File: config.mk
export PLATFORM = sky130hd
export DESIGN_NAME = ws2811_array_controller
export DESIGN_NICKNAME = d
export VERILOG_FILES = /design/src/rtl/ws2811_pkg.sv /design/src/rtl/ws2811_bit_encoder.sv /design/src/rtl/ws2811_array_controller.sv
export SDC_FILE = /design/constraint.sdc
export NUM_CORES = 1
export LEC_CHECK = 0
export ABC_AREA = 1
export CAP_MARGIN = 20
export CORE_UTILIZATION = 60
export CTS_CLUSTER_DIAMETER = 200
export CTS_CLUSTER_SIZE = 25
export DETAILED_ROUTE_END_ITERATION = 12
export PLACE_DENSITY = 0.78
export SETUP_SLACK_MARGIN = 0.3
export SYNTH_ARGS = -nofsm -noshare
export SYNTH_HDL_FRONTEND = slang
export SYNTH_HIERARCHICAL = 1
export SYNTH_SLANG_ARGS = --single-unit
File: constraint.sdc
create_clock -name clock -period 3.6 [get_ports clock]
set_clock_uncertainty 0.15 [all_clocks]
set_input_delay 0.36 -clock clock [delete_from_list [all_inputs] [get_ports clock]]
set_output_delay 0.36 -clock clock [all_outputs]
set_load 0.02 [all_outputs]
File: src/rtl/ws2811_pkg.sv
// Shared types and default 50 MHz timing for the WS2811 strip controller.
package ws2811_pkg;

  typedef enum logic [1:0] {
    ST_IDLE,
    ST_SEND,
    ST_LATCH
  } state_e;

  typedef logic [23:0] grb_t;

  localparam int unsigned DEF_BIT_CYCLES   = 63;
  localparam int unsigned DEF_T0H_CYCLES   = 20;
  localparam int unsigned DEF_T1H_CYCLES   = 40;
  localparam int unsigned DEF_LATCH_CYCLES = 3000;
  localparam grb_t        DEF_DOT_COLOR    = 24'h00FF00;

  // Running-dot pattern: only the LED at the dot position carries the colour.
  function automatic logic pattern_bit(input logic [7:0] led, input logic [7:0] dot,
                                       input logic [4:0] idx, input grb_t color);
    return (led == dot) ? color[idx] : 1'b0;
  endfunction

endpackage

File: src/rtl/ws2811_bit_encoder.sv
// Turns one data bit into a BIT_CYCLES-long NRZ high/low pulse on a registered output.
module ws2811_bit_encoder
  import ws2811_pkg::*;
#(
  parameter int unsigned BIT_CYCLES = DEF_BIT_CYCLES,
  parameter int unsigned T0H_CYCLES = DEF_T0H_CYCLES,
  parameter int unsigned T1H_CYCLES = DEF_T1H_CYCLES
) (
  input  logic clock,
  input  logic reset,
  input  logic start,
  input  logic bit_value,
  output logic serial_bit,
  output logic done
);

  localparam int unsigned CW = $clog2(BIT_CYCLES);
  localparam logic [CW-1:0] CNT_TOP = CW'(BIT_CYCLES - 1);
  localparam logic [CW-1:0] T0_THR  = CW'(BIT_CYCLES - 1 - T0H_CYCLES);
  localparam logic [CW-1:0] T1_THR  = CW'(BIT_CYCLES - 1 - T1H_CYCLES);

  logic [CW-1:0] cnt_q, cnt_d;
  logic          busy_q, busy_d;
  logic          val_q, val_d;
  logic          ser_q, ser_d;

  // done marks the final cycle of the bit so the next start can follow with no gap.
  assign done       = busy_q && (cnt_q == '0);
  assign serial_bit = ser_q;

  always_comb begin
    cnt_d  = cnt_q;
    busy_d = busy_q;
    val_d  = val_q;
    ser_d  = ser_q;
    if (start) begin
      cnt_d  = CNT_TOP;
      busy_d = 1'b1;
      val_d  = bit_value;
      ser_d  = 1'b1;
    end else if (busy_q) begin
      if (cnt_q == '0) begin
        busy_d = 1'b0;
        ser_d  = 1'b0;
      end else begin
        cnt_d = cnt_q - CW'(1);
        ser_d = cnt_d > (val_q ? T1_THR : T0_THR);
      end
    end
  end

  always_ff @(posedge clock) begin
    if (reset) begin
      cnt_q  <= '0;
      busy_q <= 1'b0;
      val_q  <= 1'b0;
      ser_q  <= 1'b0;
    end else begin
      cnt_q  <= cnt_d;
      busy_q <= busy_d;
      val_q  <= val_d;
      ser_q  <= ser_d;
    end
  end

endmodule

File: src/rtl/ws2811_array_controller.sv
// Frame sequencer for a WS2811 strip: running-dot pattern, back-to-back frames with latch gaps.
// state  | meaning
// IDLE   | line low, waiting for enable
// SEND   | shifting 24-bit GRB words for LEDs 0..n_leds-1
// LATCH  | line low for LATCH_CYCLES, then advance dot and restart or idle
module ws2811_array_controller
  import ws2811_pkg::*;
#(
  parameter int unsigned BIT_CYCLES   = DEF_BIT_CYCLES,
  parameter int unsigned T0H_CYCLES   = DEF_T0H_CYCLES,
  parameter int unsigned T1H_CYCLES   = DEF_T1H_CYCLES,
  parameter int unsigned LATCH_CYCLES = DEF_LATCH_CYCLES,
  parameter grb_t        DOT_COLOR    = DEF_DOT_COLOR
) (
  input  logic       clock,
  input  logic       reset,
  input  logic [7:0] led_count,
  input  logic       enable,
  output logic       serial
);

  localparam int unsigned LW = $clog2(LATCH_CYCLES);
  localparam logic [LW-1:0] LATCH_TOP = LW'(LATCH_CYCLES - 1);

  state_e        state_q, state_d;
  logic [7:0]    n_leds_q, n_leds_d;
  logic [7:0]    led_idx_q, led_idx_d;
  logic [4:0]    bit_idx_q, bit_idx_d;
  logic [7:0]    dot_q, dot_d;
  logic [LW-1:0] latch_q, latch_d;
  logic          kick_q, kick_d;
  logic [7:0]    dot_adv;
  logic          enc_start, enc_bit, enc_done;

  ws2811_bit_encoder #(
    .BIT_CYCLES (BIT_CYCLES),
    .T0H_CYCLES (T0H_CYCLES),
    .T1H_CYCLES (T1H_CYCLES)
  ) u_enc (
    .clock      (clock),
    .reset      (reset),
    .start      (enc_start),
    .bit_value  (enc_bit),
    .serial_bit (serial),
    .done       (enc_done)
  );

  assign dot_adv = ((n_leds_q == 8'd0) || (dot_q + 8'd1 == n_leds_q)) ? 8'd0 : dot_q + 8'd1;

  always_comb begin
    state_d   = state_q;
    n_leds_d  = n_leds_q;
    led_idx_d = led_idx_q;
    bit_idx_d = bit_idx_q;
    dot_d     = dot_q;
    latch_d   = latch_q;
    kick_d    = kick_q;
    enc_start = 1'b0;
    enc_bit   = 1'b0;
    case (state_q)
      ST_IDLE: begin
        if (enable) begin
          n_leds_d  = led_count;
          led_idx_d = 8'd0;
          bit_idx_d = 5'd23;
          dot_d     = (dot_q >= led_count) ? 8'd0 : dot_q;
          if (led_count == 8'd0) begin
            state_d = ST_LATCH;
            latch_d = LATCH_TOP;
          end else begin
            state_d = ST_SEND;
            kick_d  = 1'b1;
          end
        end
      end
      ST_SEND: begin
        if (kick_q) begin
          kick_d    = 1'b0;
          enc_start = 1'b1;
          enc_bit   = pattern_bit(led_idx_q, dot_q, bit_idx_q, DOT_COLOR);
        end else if (enc_done) begin
          if ((bit_idx_q == 5'd0) && (led_idx_q == n_leds_q - 8'd1)) begin
            state_d = ST_LATCH;
            latch_d = LATCH_TOP;
          end else begin
            if (bit_idx_q == 5'd0) begin
              led_idx_d = led_idx_q + 8'd1;
              bit_idx_d = 5'd23;
            end else begin
              bit_idx_d = bit_idx_q - 5'd1;
            end
            enc_start = 1'b1;
            enc_bit   = pattern_bit(led_idx_d, dot_q, bit_idx_d, DOT_COLOR);
          end
        end
      end
      ST_LATCH: begin
        if (latch_q != '0) begin
          latch_d = latch_q - LW'(1);
        end else if (enable) begin
          // Restart on the same edge so frames repeat with no extra cycle.
          n_leds_d  = led_count;
          led_idx_d = 8'd0;
          bit_idx_d = 5'd23;
          dot_d     = (dot_adv >= led_count) ? 8'd0 : dot_adv;
          if (led_count == 8'd0) begin
            latch_d = LATCH_TOP;
          end else begin
            state_d   = ST_SEND;
            enc_start = 1'b1;
            enc_bit   = pattern_bit(8'd0, dot_d, 5'd23, DOT_COLOR);
          end
        end else begin
          dot_d   = dot_adv;
          state_d = ST_IDLE;
        end
      end
      default: state_d = ST_IDLE;
    endcase
  end

  always_ff @(posedge clock) begin
    if (reset) begin
      state_q   <= ST_IDLE;
      n_leds_q  <= 8'd0;
      led_idx_q <= 8'd0;
      bit_idx_q <= 5'd0;
      dot_q     <= 8'd0;
      latch_q   <= '0;
      kick_q    <= 1'b0;
    end else begin
      state_q   <= state_d;
      n_leds_q  <= n_leds_d;
      led_idx_q <= led_idx_d;
      bit_idx_q <= bit_idx_d;
      dot_q     <= dot_d;
      latch_q   <= latch_d;
      kick_q    <= kick_d;
    end
  end

endmodule

# == Word level (Yosys, flattened, before mapping) ==
# Memory sizes are Yosys's and may differ from the RTL's. A register that Yosys moved wholly into a read port is not among the register bits.
# Cells that the tools add are included.
# totals
romBits,64
n_memories,2
output_inout_bits,1
ff_bits,53
# memory_table
name,depth,word_bits,read_ports,rd_ports_with_merged_regs,wr,line_no,rtl
(no name shown),32,1,1,0,0,ws2811_pkg.sv:21,return (led == dot) ? color[idx] : 1'b0;
(no name shown),32,1,1,1,0,ws2811_pkg.sv:21,
# classes
addsub,6
n_reduce_logical,22
order_cmp,5
eq_ne,16
n_bitwise,1
n_mux,78
# ops
cell,n
two-way mux 8 bit,18
two-way mux 12 bit,6
two-way mux 5 bit,12
case mux 12 bit (3 select lines),1
equality test 8 bit,4
case mux 8 bit (2 select lines),2
two-way mux 6 bit,4
case mux 8 bit (3 select lines),1
two-way mux 1 bit,22
"!= test 2 bit, second input constant",9
"adder 8 x 1 -> 8 bit, second input constant",2
>= comparator 8 bit,2
zero test 8 bit,2
two-way mux 2 bit,8
case mux 5 bit (3 select lines),1
"less-than comparator 5 x 6 -> 1 bit, second input constant",2
nonzero test 12 bit,1
"subtractor 12 x 1 -> 12 bit, second input constant",1
AND reduction 4 bit,2
"subtractor 8 x 1 -> 8 bit, second input constant",1
greater-than comparator 6 bit,1
zero test 6 bit,1
case mux 2 bit (3 select lines),1
AND reduction 2 bit,3
17 further kinds,21

# == Logic depth before layout (Yosys ltp) ==
# Gate-level depths: netlist of the first run.
# depth
word_depth,14
mapped_depth,24

# == Cells and area by module ==
# The synthesis of the first run kept the hierarchy.
# by_module_without_submodules
module,cells_each,seq_area_each_um2,instances,area_each_um2
ws2811_array_controller,716,900.9,1,4229.1
ws2811_bit_encoder,84,180.2,1,599.3

# == Least setup slack after synthesis of the first run ==
# Ideal clock, no wire load.
# synth_path
path_type,register to register
start,reg dot_q[1]
end,reg dot_q[0]
setup_slack_ns,0.886
path_stages_with_launch,23
arrival_time_ns,2.437
period_less_slack_ns,2.714
cell_sequence,dfxtp_1 > ha_1 > inv_1 > nand2_1 > nand2_1 > nand2_1 > nand2_1 > nor2_1 > nand2_1 > nor2_1 > nand3_2 > nand3_1 > inv_1 > ha_1 > nand2_1 > nor2_1 > nand4_1 > nand3_1 > nand2_1 > nand4_2 > nor2_1 > nor2_1 > nor2_1
# synth_between
elab_chain_len,9
# synth_lines
item,line_no,rtl
from (decl),ws2811_array_controller.sv:29,"logic [7:0] dot_q, dot_d;"
from (signal assigned),ws2811_array_controller.sv:136,dot_q <= dot_d;
adder 8 x 1 -> 8 bit,ws2811_array_controller.sv:48,assign dot_adv = ((n_leds_q == 8'd0) || (dot_q + 8'd1 == n_leds_q)) ? 8'd0 : dot_q + 8'd1;
equality test 8 bit,ws2811_array_controller.sv:48,
logical OR 1 bit,ws2811_array_controller.sv:48,
two-way mux 8 bit,ws2811_array_controller.sv:48,
>= comparator 8 bit,ws2811_array_controller.sv:105,dot_d = (dot_adv >= led_count) ? 8'd0 : dot_adv;
two-way mux 8 bit,ws2811_array_controller.sv:105,
two-way mux 8 bit,ws2811_array_controller.sv:100,end else if (enable) begin
two-way mux 8 bit,ws2811_array_controller.sv:98,if (latch_q != '0) begin
case mux 8 bit (2 select lines),ws2811_array_controller.sv:60,case (state_q)
# Parallel ways exist; a longest one is shown, timed or not. The select of a mux whose other input is x is not followed.
# A chain may end at the register's enable or synchronous reset.

# == Worst setup path after layout of the first run ==
# layout_path
start,reg dot_q[5]
end,reg dot_q[5]
# The elaborated chain is that of the path after synthesis.

==> impl_metrics.toml, run 1 <==
[logic_synthesis]
synthArstFlopShare = 0
synth-simple-area-share = 0.406
postSynthAreaPerCell_um2 = 6.04
yosysWarnings = 6
synthMuxAreaShare = 0
yosysUniqueCellTypes = 39
yosysTopAreaCell = "dfxtp_1"
ys_seq_area_frac = 0.224
synth-adder-area-share = 0.0881
synth_top_area_share = 0.224
synth_nets = 845
syn_inst = 800
synth_area_leaders = "dfxtp_1 22%, nand2_1 16%, ha_1 8.8%"
synth_area_um2 = 4830
synth_top_family_by_area = "simple AND/OR/NAND/NOR gates"
synth-compound-area-share = 0.129
synth_edf_count = 0
synthFlopType = "dfxtp_1"
ys_seq_elements = 54
synth_xor_area_frac = 0.0435

[routing]
route.met3.wl_um = 1050
m1WireLength_um = 6040
antenna_left = 0
vias = 5082
first_pass_iters = 5
wirelength_um = 13100
drt_iter0_markers = 378
drc = 0
top_layer_used = "met4"
viasPerCell = 5.63
wl_per_cell_um = 14.6
route.met2.wl_um = 5820

[timing]
timing.final.hold_violations = 0
relSlewSlack = 0.469
tightestPinTransition_ns = 0.796
worst_hold_slack_ns = 0.336
final_max_slew_viol_count = 0
setup_tns_ns = 0
fin_crit_sh = 0.841
rsz0062_at_grt = "no"
setup_violations = 0
post-route-min-period_ns = 3.03
fmax_mhz = 330

[clock_network]
cts_buffer_depth = 2
clock_latency_ns = 0.32
h-tree-depth = 2
cts_buffers = 5
clock_sinks = 54
cts_tree = "done"
cts_root_buf = "clkbuf_8"
post_cts_buffers = 0
clk_pin_slew_ns = 0.11

[final_layout]
multi_input_area_um2 = 3250
fill_cells = 764
area_growth_pct = 6.22
drive_gt1_frac = 0.0663
mostFrequentLayoutCells = "208 x nand2_1, 112 x nor2_1, 105 x inv_1"
fin_nets = 844
antenna_cells = 0
final_common_cell = "nand2_1"
design_area_um2 = 5130
seq_area_um2 = 1090

[grt]
grt_pass1_vias = 4642
grt_overflow_total = 0
grt_antenna_before_repair = 0
grt_max_degree = 26
grt_pass1_wl_um = 21900
grt_usage = 0.324

[floorplan]
start_util = 0.622
die_y_um = 91.7
ioPinCount = 12
rows = 32
die_width_um = 91.7
core_um2 = 7770
die_area_um2 = 8410

[outcome]
status = "finished clean"

[setup_path]
rrSetupSlack_ns = 0.57
cp_max_fo = 8
required_ns = 3.66
cp-startpoint = "dot_q[5]"
critPathLaunchType = "flop"
worstSetupPathType = "reg2reg"
regToRegEndpoint = "dot_q[5]"
worst_setup_path_end_kind = "flop"
crit_arrival_ns = 3.09
r2r_cells = 19
reg2reg_from = "dot_q[5]"

[min_path]
holdPathEnd = "latch_q[1]"
worstHoldStart = "latch_q[1]"
hold_class = "reg2reg"
whs_path_depth = 2

[place]
placed_area_um2 = 4980
io_buffers = 11
hpwl_um = 9830
gp_congestion = 0.930

[pwr]
power.density_nw_per_um2 = 770
peakVddDrop_mv = 0.555
leakagePower_nw = 2.56

[flow_run]
cap_violations = 0
[area by class of cell]
class / count / share of cell area
Multi-Input combinational cell: 614 / 0.633
Sequential cell: 54 / 0.213
Inverter: 107 / 0.0783
Timing Repair Buffer: 17 / 0.0303
Tap cell: 102 / 0.0249
Clock buffer: 7 / 0.0188
Clock inverter: 1 / 0.00171
[how the worst max path moves through the flow]
stage / end / slack [ns] / cells past startpoint
final: dot_q[5] / 0.57 / 19
after global routing: dot_q[2] / 0.33 / 18
after CTS: dot_q[6] / 0.31 / 18
after detailed placement: dot_q[6] / 0.35 / 18
after global placement: dot_q[7] / 0.49 / 18
after floorplan: dot_q[0] / 0.89 / 22
[worst max-delay path, cell delays in order (launching register included)]
cell and delay [ns]:
dfxtp_2 0.44, inv_1 0.11, nor3_2 0.29, nand2_1 0.11, nand2_1 0.09, nand3_1 0.08, nand2_1 0.11, nand3_2 0.17
nand3_1 0.15, inv_1 0.07, ha_1 0.30, nand2_1 0.06, nor2_1 0.13, nand4_1 0.10, nand3_1 0.09, nand2_1 0.08
nand4_4 0.17, nor2_1 0.07, nor2_1 0.10, nor2_1 0.05
[flip-flops by register name (all words and copies together), names as in the netlist, named ones only]
register and cells:
bit_idx_q 5, dot_q 8, kick_q 1, latch_q 12, led_idx_q 8, n_leds_q 8
state_q 2, u_enc/busy_q 1, u_enc/cnt_q 6, u_enc/serial_bit 1, u_enc/val_q 1
[synthesized netlist by cell type (5+ instances only)]
library cell / instances
nand2_1: 208
nor2_1: 113
inv_1: 105
nand3_1: 64
dfxtp_1: 54
a21oi_1: 44
o21ai_0: 38
ha_1: 34
nand4_1: 19
xor2_1: 17
o21ai_1: 13
nor3_1: 11
clkbuf_1: 10
buf_2: 8
xnor2_1: 7
nor2_2: 6
nand3_2: 5
[power breakdown]
group / switching [mW] / total [mW] / internal [mW] / leakage (nW)
clock network: 0.218 / 0.396 / 0.177 / 0.0544
registers: 0.242 / 1.01 / 0.768 / 0.446
logic: 1.67 / 2.54 / 0.875 / 2.06
[through the flow]
stage          worst slack, ns   util  cells  power (mW)
2_1_floorplan            0.886      -    800        2.99
3_3_place_gp             0.491  0.641    894        3.41
3_5_place_dp             0.347  0.641    894        3.50
4_1_cts                  0.314  0.655    902        3.90
5_1_grt                  0.327  0.660    902        4.34
6_report                 0.573  0.660    902        3.95
[per-layer routing]
layer | global-route usage | vias to the layer above
met5 | 0 | -
met4 | 0.0768 | 0
met3 | 0.0489 | 27
met2 | 0.526 | 201
met1 | 0.452 | 2286
li1 | - | 2568
[cell families after synthesis]
logic type,count (synthesis)
simple gates,443
buf+inv,132
compound gates,113
flops,54
fa+ha+maj,34
xor+xnor,24
[repair_timing]
action	in CTS	in global routing
hold buffers	0	0
resized for setup	0	14
setup endpoints to repair	0	8
Power figures use the tool's default switching activity.
==> run 2, diff against run 1 <==
clock period = 3.05 ns   (was 3.6 ns; I/O delays follow)
==> impl_metrics.toml, run 2 (synthesized netlist as in run 1, its figures left out) <==
[clock_network]
clock_latency_ns = 0.32
cts_root_buf = "clkbuf_8"
clock_sinks = 54
cts_tree = "done"
cts_buffer_depth = 2
clk_pin_slew_ns = 0.11
h-tree-depth = 2
cts_buffers = 5

[routing]
wl_per_cell_um = 15.4
antenna_left = 0
viasPerCell = 5.81
wirelength_um = 14400
drc = 0
first_pass_iters = 5
drt_iter0_markers = 328
vias = 5413

[pwr]
p_clk_frac = 0.094
p_sw_mw = 2.63
leakagePower_nw = 2.74
power.density_nw_per_um2 = 857
pwr-share-seq = 0.249
p_comb_frac = 0.657
p_int_mw = 2.17
swShare = 0.548
peakVddDrop_mv = 0.603
finalPower_mw = 4.81

[final_layout]
area_growth_pct = 16.1
antenna_cells = 0
fill_cells = 653
design_area_um2 = 5600
drive_gt1_frac = 0.159
utilization = 0.721
regMostFlops = "latch_q"
final_common_cell = "nand2_1"
multi_input_area_um2 = 3490
seq_area_um2 = 1100
final_cells = 932
fin_nets = 874
mostFrequentLayoutCells = "196 x nand2_1, 106 x nor2_1, 95 x inv_1"
largest_register_ffs = 12

[setup_path]
worst_setup_path_end_kind = "flop"
r2r_cells = 18
cp-startpoint = "dot_q[1]"
required_ns = 3.15
rrSetupSlack_ns = 0.07
critPathLaunchType = "flop"
worstSetupPathType = "reg2reg"
critPathCapture = "dot_q[7]"
cp_max_fo = 8
regToRegEndpoint = "dot_q[7]"
crit_arrival_ns = 3.09
reg2reg_from = "dot_q[1]"

[min_path]
hold_class = "reg2reg"
whs_path_depth = 2

[place]
placed_area_um2 = 5080
hpwl_um = 10200
dp_cells = 907
io_buffers = 11
dp_slack_ns = -0.109
gp_congestion = 0.930

[floorplan]
ioPinCount = 12
rows = 32
die_width_um = 91.7
die_area_um2 = 8410
die_y_um = 91.7
start_util = 0.622
core_um2 = 7770

[timing]
post-route-min-period_ns = 2.98
final_max_slew_viol_count = 0
worst_hold_slack_ns = 0.338
setup_violations = 0
relSlewSlack = 0.651
timing.final.hold_violations = 0
fmax_mhz = 335
setup_slack_ns = 0.0656
tightestPinTransition_ns = 0.522
rsz0062_at_grt = "yes"
setup_tns_ns = 0
fin_crit_sh = 0.978

[grt]
grt_usage = 0.345
grt_pass1_vias = 5041
grt_max_degree = 27
grt_overflow_total = 0
grt_antenna_before_repair = 0
grt_pass1_wl_um = 23400

[outcome]
status = "finished clean"

[flow_run]
cap_violations = 0
[run 2: cell types whose count changed in the layout (fill, tap and decap cells not counted), sizes merged]
cell	delta
clkbuf	-2
clkinv	+1
inv	+1
buf	+30
[run 2: final cells by class]
| type | count | share of cell area |
|---|---|---|
| multi-input cells | 614 | 0.622 |
| well taps | 102 | 0.0228 |
| clock inverters | 3 | 0.00514 |
| inverters | 107 | 0.0717 |
| repair buffers | 47 | 0.0692 |
| flip-flops and latches | 54 | 0.196 |
| clock buffers | 5 | 0.0123 |
[run 2: worst min-delay path by stage]
stage | start | end | slack, ns
global placement | latch_q[1] | latch_q[1] | 0.32
floorplan | reset | u_enc/busy_q | 0.22
CTS | latch_q[1] | latch_q[1] | 0.34
detailed placement | latch_q[1] | latch_q[1] | 0.33
finish | latch_q[1] | latch_q[1] | 0.34
global route | latch_q[1] | latch_q[1] | 0.37
[run 2: per-layer routing]
| metal | part of all wire | GRT usage | vias to the layer above |
|---|---|---|---|
| li1 | - | - | 2642 |
| met1 | 0.43 | 0.462 | 2472 |
| met2 | 0.46 | 0.576 | 258 |
| met3 | 0.090 | 0.0464 | 41 |
| met4 | 0.025 | 0.103 | 0 |
| met5 | 0 | 0 | - |
[run 2: worst max-delay path, cell delays in order (launching register included)]
cell     delay [ns]
dfxtp_4        0.38
ha_4           0.27
xnor2_1        0.10
nand2_1        0.10
nor2_4         0.12
nand2_2        0.07
nor2_4         0.12
nand3_4        0.20
nand3_2        0.15
inv_1          0.05
ha_1           0.29
nand2_2        0.09
o21a_1         0.14
nand3_2        0.09
nand2_2        0.08
nand4_4        0.18
nor2_1         0.19
nor2_1         0.06
nor2_1         0.08
[run 2: power by group through the flow]
| stage | Combinational [mW] | Sequential [mW] | Clock, mW |
|---|---|---|---|
| floorplan | 2.45 | 1.08 | 0 |
| global route | 3.55 | 1.22 | 0.482 |
| finish | 3.16 | 1.20 | 0.452 |
| CTS | 3.00 | 1.19 | 0.460 |
| detailed placement | 2.95 | 1.20 | 0 |
| global placement | 2.85 | 1.19 | 0 |
[run 2: timing repair]
action | in CTS | in global routing
hold endpoints to repair | 0 | 0
gates resized for setup | 40 | 40
setup buffers | 11 | 6
setup endpoints to repair | 9 | 35
pin swaps | 19 | 19
hold buffers | 0 | 0
